File: config.mk
export PLATFORM = sky130hd
export DESIGN_NAME = pe_array_cfg_sequencer
export DESIGN_NICKNAME = d
export VERILOG_FILES = /design/src/rtl/pe_array_cfg_sequencer.sv
export SDC_FILE = /design/constraint.sdc
export NUM_CORES = 1
export LEC_CHECK = 0
export BUFFER_PORTS_ARGS = -buffer_cell sky130_fd_sc_hd__buf_4
export CAP_MARGIN = 20
export CORE_UTILIZATION = 37
export CTS_CLUSTER_SIZE = 40
export DETAILED_ROUTE_END_ITERATION = 10
export GPL_TIMING_DRIVEN = 0
export PLACE_DENSITY = 0.66
export SETUP_SLACK_MARGIN = 0.05
export SLEW_MARGIN = 20
export SYNTH_ARGS = -nofsm -noshare
export SYNTH_HDL_FRONTEND = slang
export SYNTH_SLANG_ARGS = --single-unit
File: constraint.sdc
create_clock -name clk -period 4.3 [get_ports clk]
set_input_delay 0.43 -clock clk [delete_from_list [all_inputs] [get_ports clk]]
set_output_delay 0.43 -clock clk [all_outputs]
set_load 0.01 [all_outputs]
File: src/rtl/pe_array_cfg_sequencer.sv
// Loads (target, word) pairs into a ROWS x COLS PE array plus top-edge LSUs, then runs it for a set cycle count.
// Strobes and PE_config appear 1 cycle after each handshake; cfg_ready is high only in LOAD and drops at once on abort.
module pe_array_cfg_sequencer #(
    parameter int ROWS  = 4,
    parameter int COLS  = 4,
    parameter int N_LSU = 4,
    parameter int CFG_W = 64,
    parameter int TGT_W = 5,
    parameter int RUN_W = 16
) (
    input  logic               clk,
    input  logic               rst,
    input  logic               start,
    input  logic               abort,
    input  logic [RUN_W-1:0]   run_cycles,
    input  logic               cfg_valid,
    output logic               cfg_ready,
    input  logic [TGT_W-1:0]   cfg_tgt,
    input  logic [CFG_W-1:0]   cfg_data,
    input  logic               cfg_last,
    output logic [CFG_W-1:0]   PE_config,
    output logic [ROWS-1:0]    init_row,
    output logic [COLS-1:0]    init_col,
    output logic [N_LSU-1:0]   init_lsu,
    output logic               run,
    output logic               busy,
    output logic               done,
    output logic               err,
    output logic [TGT_W+1:0]   cfg_count
);
    localparam int NPE  = ROWS * COLS;
    localparam int NTGT = NPE + N_LSU;
    localparam logic [TGT_W+1:0] CNT_ONE = {{(TGT_W+1){1'b0}}, 1'b1};
    localparam logic [RUN_W-1:0] RUN_ONE = {{(RUN_W-1){1'b0}}, 1'b1};

    typedef enum logic [2:0] {S_IDLE, S_LOAD, S_SETTLE, S_RUN, S_DONE} state_t;

    state_t             state_q, state_d;
    logic [CFG_W-1:0]   pe_config_q, pe_config_d;
    logic [ROWS-1:0]    init_row_q, init_row_d;
    logic [COLS-1:0]    init_col_q, init_col_d;
    logic [N_LSU-1:0]   init_lsu_q, init_lsu_d;
    logic               run_q, run_d;
    logic               done_q, done_d;
    logic               err_q, err_d;
    logic [TGT_W+1:0]   cfg_count_q, cfg_count_d;
    logic [RUN_W-1:0]   run_cnt_q, run_cnt_d;
    logic               accept;
    int                 tgt_i;

    assign cfg_ready = (state_q == S_LOAD) && !abort;
    assign accept    = cfg_valid && cfg_ready;

    always_comb begin
        state_d     = state_q;
        pe_config_d = pe_config_q;
        init_row_d  = '0;
        init_col_d  = '0;
        init_lsu_d  = '0;
        run_d       = 1'b0;
        done_d      = 1'b0;
        err_d       = err_q;
        cfg_count_d = cfg_count_q;
        run_cnt_d   = run_cnt_q;
        tgt_i       = int'(cfg_tgt);

        // abort wins over everything; config word, err and count are kept for inspection
        if (abort) begin
            state_d = S_IDLE;
        end else begin
            case (state_q)
                S_IDLE: begin
                    if (start) begin
                        run_cnt_d   = run_cycles;
                        err_d       = 1'b0;
                        cfg_count_d = '0;
                        state_d     = S_LOAD;
                    end
                end
                S_LOAD: begin
                    if (accept) begin
                        pe_config_d = cfg_data;
                        for (int r = 0; r < ROWS; r++) begin
                            init_row_d[r] = (tgt_i >= r * COLS) && (tgt_i < (r + 1) * COLS);
                            for (int c = 0; c < COLS; c++) begin
                                if (tgt_i == r * COLS + c) init_col_d[c] = 1'b1;
                            end
                        end
                        for (int l = 0; l < N_LSU; l++) begin
                            init_lsu_d[l] = (tgt_i == NPE + l);
                        end
                        if (tgt_i >= NTGT) err_d = 1'b1;
                        if (cfg_count_q != '1) cfg_count_d = cfg_count_q + CNT_ONE;
                        if (cfg_last) state_d = S_SETTLE;
                    end
                end
                S_SETTLE: begin
                    if (run_cnt_q == '0) begin
                        state_d = S_DONE;
                        done_d  = 1'b1;
                    end else begin
                        state_d = S_RUN;
                        run_d   = 1'b1;
                    end
                end
                S_RUN: begin
                    if (run_cnt_q == RUN_ONE) begin
                        state_d = S_DONE;
                        done_d  = 1'b1;
                    end else begin
                        run_d     = 1'b1;
                        run_cnt_d = run_cnt_q - RUN_ONE;
                    end
                end
                S_DONE:  state_d = S_IDLE;
                default: state_d = S_IDLE;
            endcase
        end
    end

    always_ff @(posedge clk) begin
        if (rst) begin
            state_q     <= S_IDLE;
            pe_config_q <= '0;
            init_row_q  <= '0;
            init_col_q  <= '0;
            init_lsu_q  <= '0;
            run_q       <= 1'b0;
            done_q      <= 1'b0;
            err_q       <= 1'b0;
            cfg_count_q <= '0;
            run_cnt_q   <= '0;
        end else begin
            state_q     <= state_d;
            pe_config_q <= pe_config_d;
            init_row_q  <= init_row_d;
            init_col_q  <= init_col_d;
            init_lsu_q  <= init_lsu_d;
            run_q       <= run_d;
            done_q      <= done_d;
            err_q       <= err_d;
            cfg_count_q <= cfg_count_d;
            run_cnt_q   <= run_cnt_d;
        end
    end

    assign PE_config = pe_config_q;
    assign init_row  = init_row_q;
    assign init_col  = init_col_q;
    assign init_lsu  = init_lsu_q;
    assign run       = run_q;
    assign done      = done_q;
    assign err       = err_q;
    assign cfg_count = cfg_count_q;
    assign busy      = (state_q != S_IDLE);

endmodule

==> impl_metrics.yaml <==
outcome:
  status: "completed"
detailed_routing:
  drt_iter0_drc: 287
  route.detailed.drc: 0
  top_layer_used: "met4"
  routed_wl_um: 12700
  drtAntennaViolNets: 0
  wl_met2_um: 6100
  wl_met3_um: 906
  num_vias: 4527
  viasPerCell: 5.12
  wl_per_cell_um: 14.4
  wl_met1_um: 5370
  drtPass1Iterations: 5
min_path:
  hold_path_class: "input port to flop"
  min_from: "cfg_tgt[2]"
critical_path:
  crit_start: "run_cnt_q[4]$_SDFFE_PP0P_"
  worstPathCellList: "or4_1 > clkbuf_2 > or4_4 > o311ai_4 > buf_6 > o21ai_1 > a21oi_1"
  crit_family: "simple AND/OR/NAND/NOR gates"
  r2r_start: "run_cnt_q[4]$_SDFFE_PP0P_"
  cp-end-kind: "flop"
  crit_type: "flop to flop"
  critPathMaxFanout: 10
  startpoint_type: "flop"
  cpPeakStageDelay_ps: 550
  crit_arrival_ps: 2930
  cp_num_buf_inv: 2
  worstPathRequired_ps: 4560
  slowest_stage: "or4_4"
layout:
  nets: 833
  n_antenna_cell: 0
  layout-drive-gt1-share: 0.270
  final_cell_count_no_fill: 884
  area_growth_pct: 42.5
clock_network:
  ctsHoldBuffers: 0
  tritoncts: "built"
  clock_latency_ps: 340
  cts_resized: 0
  ctsRootBufferMaster: "clkbuf_16"
  htree_levels: 3
  cts_max_path_buffers: 2
  postCtsSetupBuffers: 0
  clock_sinks: 105
  clk_pin_slew_ps: 70
  numCtsBuffers: 9
pwr:
  p_sw_w: 0.000501
  p_seq_frac: 0.481
  peakVddDrop_mv: 0.205
  p_comb_frac: 0.119
  leakagePower_nw: 2.51
  power_frac_clock: 0.399
  powerDensity_mw_per_mm2: 344
  internal-power_w: 0.00159
  p_sw_frac: 0.239
synthesis:
  synth_top_family_by_area: "simple AND/OR/NAND/NOR gates"
  synth_top_area_cell: "dfxtp_1"
  synth_common_cells: "nand2_1 (163), dfxtp_1 (105), a21oi_1 (89)"
  synth_warnings: 0
  syn_area_per_cell_um2: 7.74
  synth.mux.area_fraction: 0
  yosysTopAreaCellShare: 0.493
  async_flop_share: 0
  ys_types: 45
  synth_xor_xnor_area_share: 0
  synth_fa_ha_area_frac: 0.00881
  yosysMostFrequentCell: "nand2_1"
  synth_edf_count: 0
  seq_area_frac_synth: 0.493
  synth-seq-cells: 105
  synthTopCellsByArea: "dfxtp_1 (49%), nand2_1 (14%), a21oi_1 (10%)"
  syn_inst: 551
  synth_simple_gate_area_frac: 0.258
  synthFlopType: "dfxtp_1"
  syn_nets: 645
  synth_compound_area_frac: 0.199
  netlist_area_mm2: 0.00426
die:
  dieHeight_um: 109
  pin_count: 179
  start_util: 0.386
  fp.dieArea_mm2: 0.0120
  die_w_um: 109
  rows: 38
  core_area_mm2: 0.0110
timing:
  hold_viol: 0
  min_period_ps: 2670
  timing.final.crit_share: 0.620
  slew-limit-headroom: 0.317
  slew_viol_final: 0
  rsz0062_at_grt: "no"
  whs_ps: 274
  fmax_ghz: 0.375
  worst_clock_skew_ps: 5.38
  tightest_slew_ps: 1020
  fin_tns_setup_ps: 0
  finalSetupViolations: 0
grt:
  grt_pass1_vias: 4136
  grt_first_pass_wirelength_um: 19400
  antenna_found_initial: 0
  grt-ovfl-total: 0
  grt_max_degree: 17
  grt_usage: 0.210
placed_design:
  place_inst: 868
  routabilityCongestion: 0.845
  io_buffers: 177
  dp_hpwl_um: 9480
job:
  maxCapViolCount: 0
sequential cells by signal, indices dropped and copies added (netlist names), 3 cells and up:
register and cells:
state_q 3, init_row 4, run_cnt_q 16, PE_config 64, init_col 4, cfg_count 7
init_lsu 4
per-stage QoR:
step                instance area [um2]  worst slack [ps]  power (W)   util
floorplan                          4260              1970    0.00115      -
global placement                   5770              1680    0.00127  0.523
detailed placement                 5770              1630    0.00128  0.523
CTS                                6070              1620    0.00211  0.551
global route                       6070              1330    0.00218  0.551
finish                             6070              1630    0.00209  0.551
kinds of logic (layout without fill, tap and decap cells):
group | Yosys count | count (layout)
and+or+nand+nor | 256 | 256
DFF | 105 | 105
AOI/OAI and AO/OA | 143 | 143
buffers and inverters | 44 | 237
adders and majority gates | 3 | 3
power by group through the flow:
stage          logic, W  registers (W)  clock network, W
2_1_floorplan  0.000123        0.00103                 0
3_3_place_gp   0.000244        0.00103                 0
3_5_place_dp   0.000248        0.00103                 0
4_1_cts        0.000249        0.00100          0.000860
5_1_grt        0.000274        0.00101          0.000901
6_report       0.000250        0.00101          0.000835
worst paths after layout:
check,slack [ps],depth (start not counted),endpoint
max,1630,7,run_cnt_q[3]$_SDFFE_PP0P_
min,270,2,init_row[0]$_SDFF_PP0_
min reg2reg,450,2,PE_config[52]$_SDFFE_PP0P_
max reg2reg,1630,7,run_cnt_q[3]$_SDFFE_PP0P_
layout make-up:
type                            count  area, um2
Buffer                             39        156
Clock buffer                       12        256
Clock inverter                      4       51.3
Fill cell                        1081       4960
Inverter                            5       18.8
Multi-Input combinational cell    402       1990
Sequential cell                   105       2100
Tap cell                          140        175
Timing Repair Buffer              177       1330
worst reg2reg max path, cell delays in order (launching register included):
cell,delay [ps]
dfxtp_1,360
or4_1,520
clkbuf_2,180
or4_4,550
o311ai_4,500
buf_6,220
o21ai_1,90
a21oi_1,160
routing by layer:
layer	track usage	vias up
li1	-	2263
met1	0.249	2055
met2	0.348	181
met3	0.0498	28
met4	0.122	0
met5	0	-
layout by cell type, fill, tap and decap left out, types with 9 or more instances in the layout:
master	n
a21oi_1	89
buf_4	177
clkbuf_1	35
clkbuf_16	9
dfxtp_1	105
nand2_1	163
nand2b_1	9
nand3_1	9
nor2_1	34
nor3_1	14
o21ai_0	14
No activity file was read; power rests on OpenSTA's default activity.
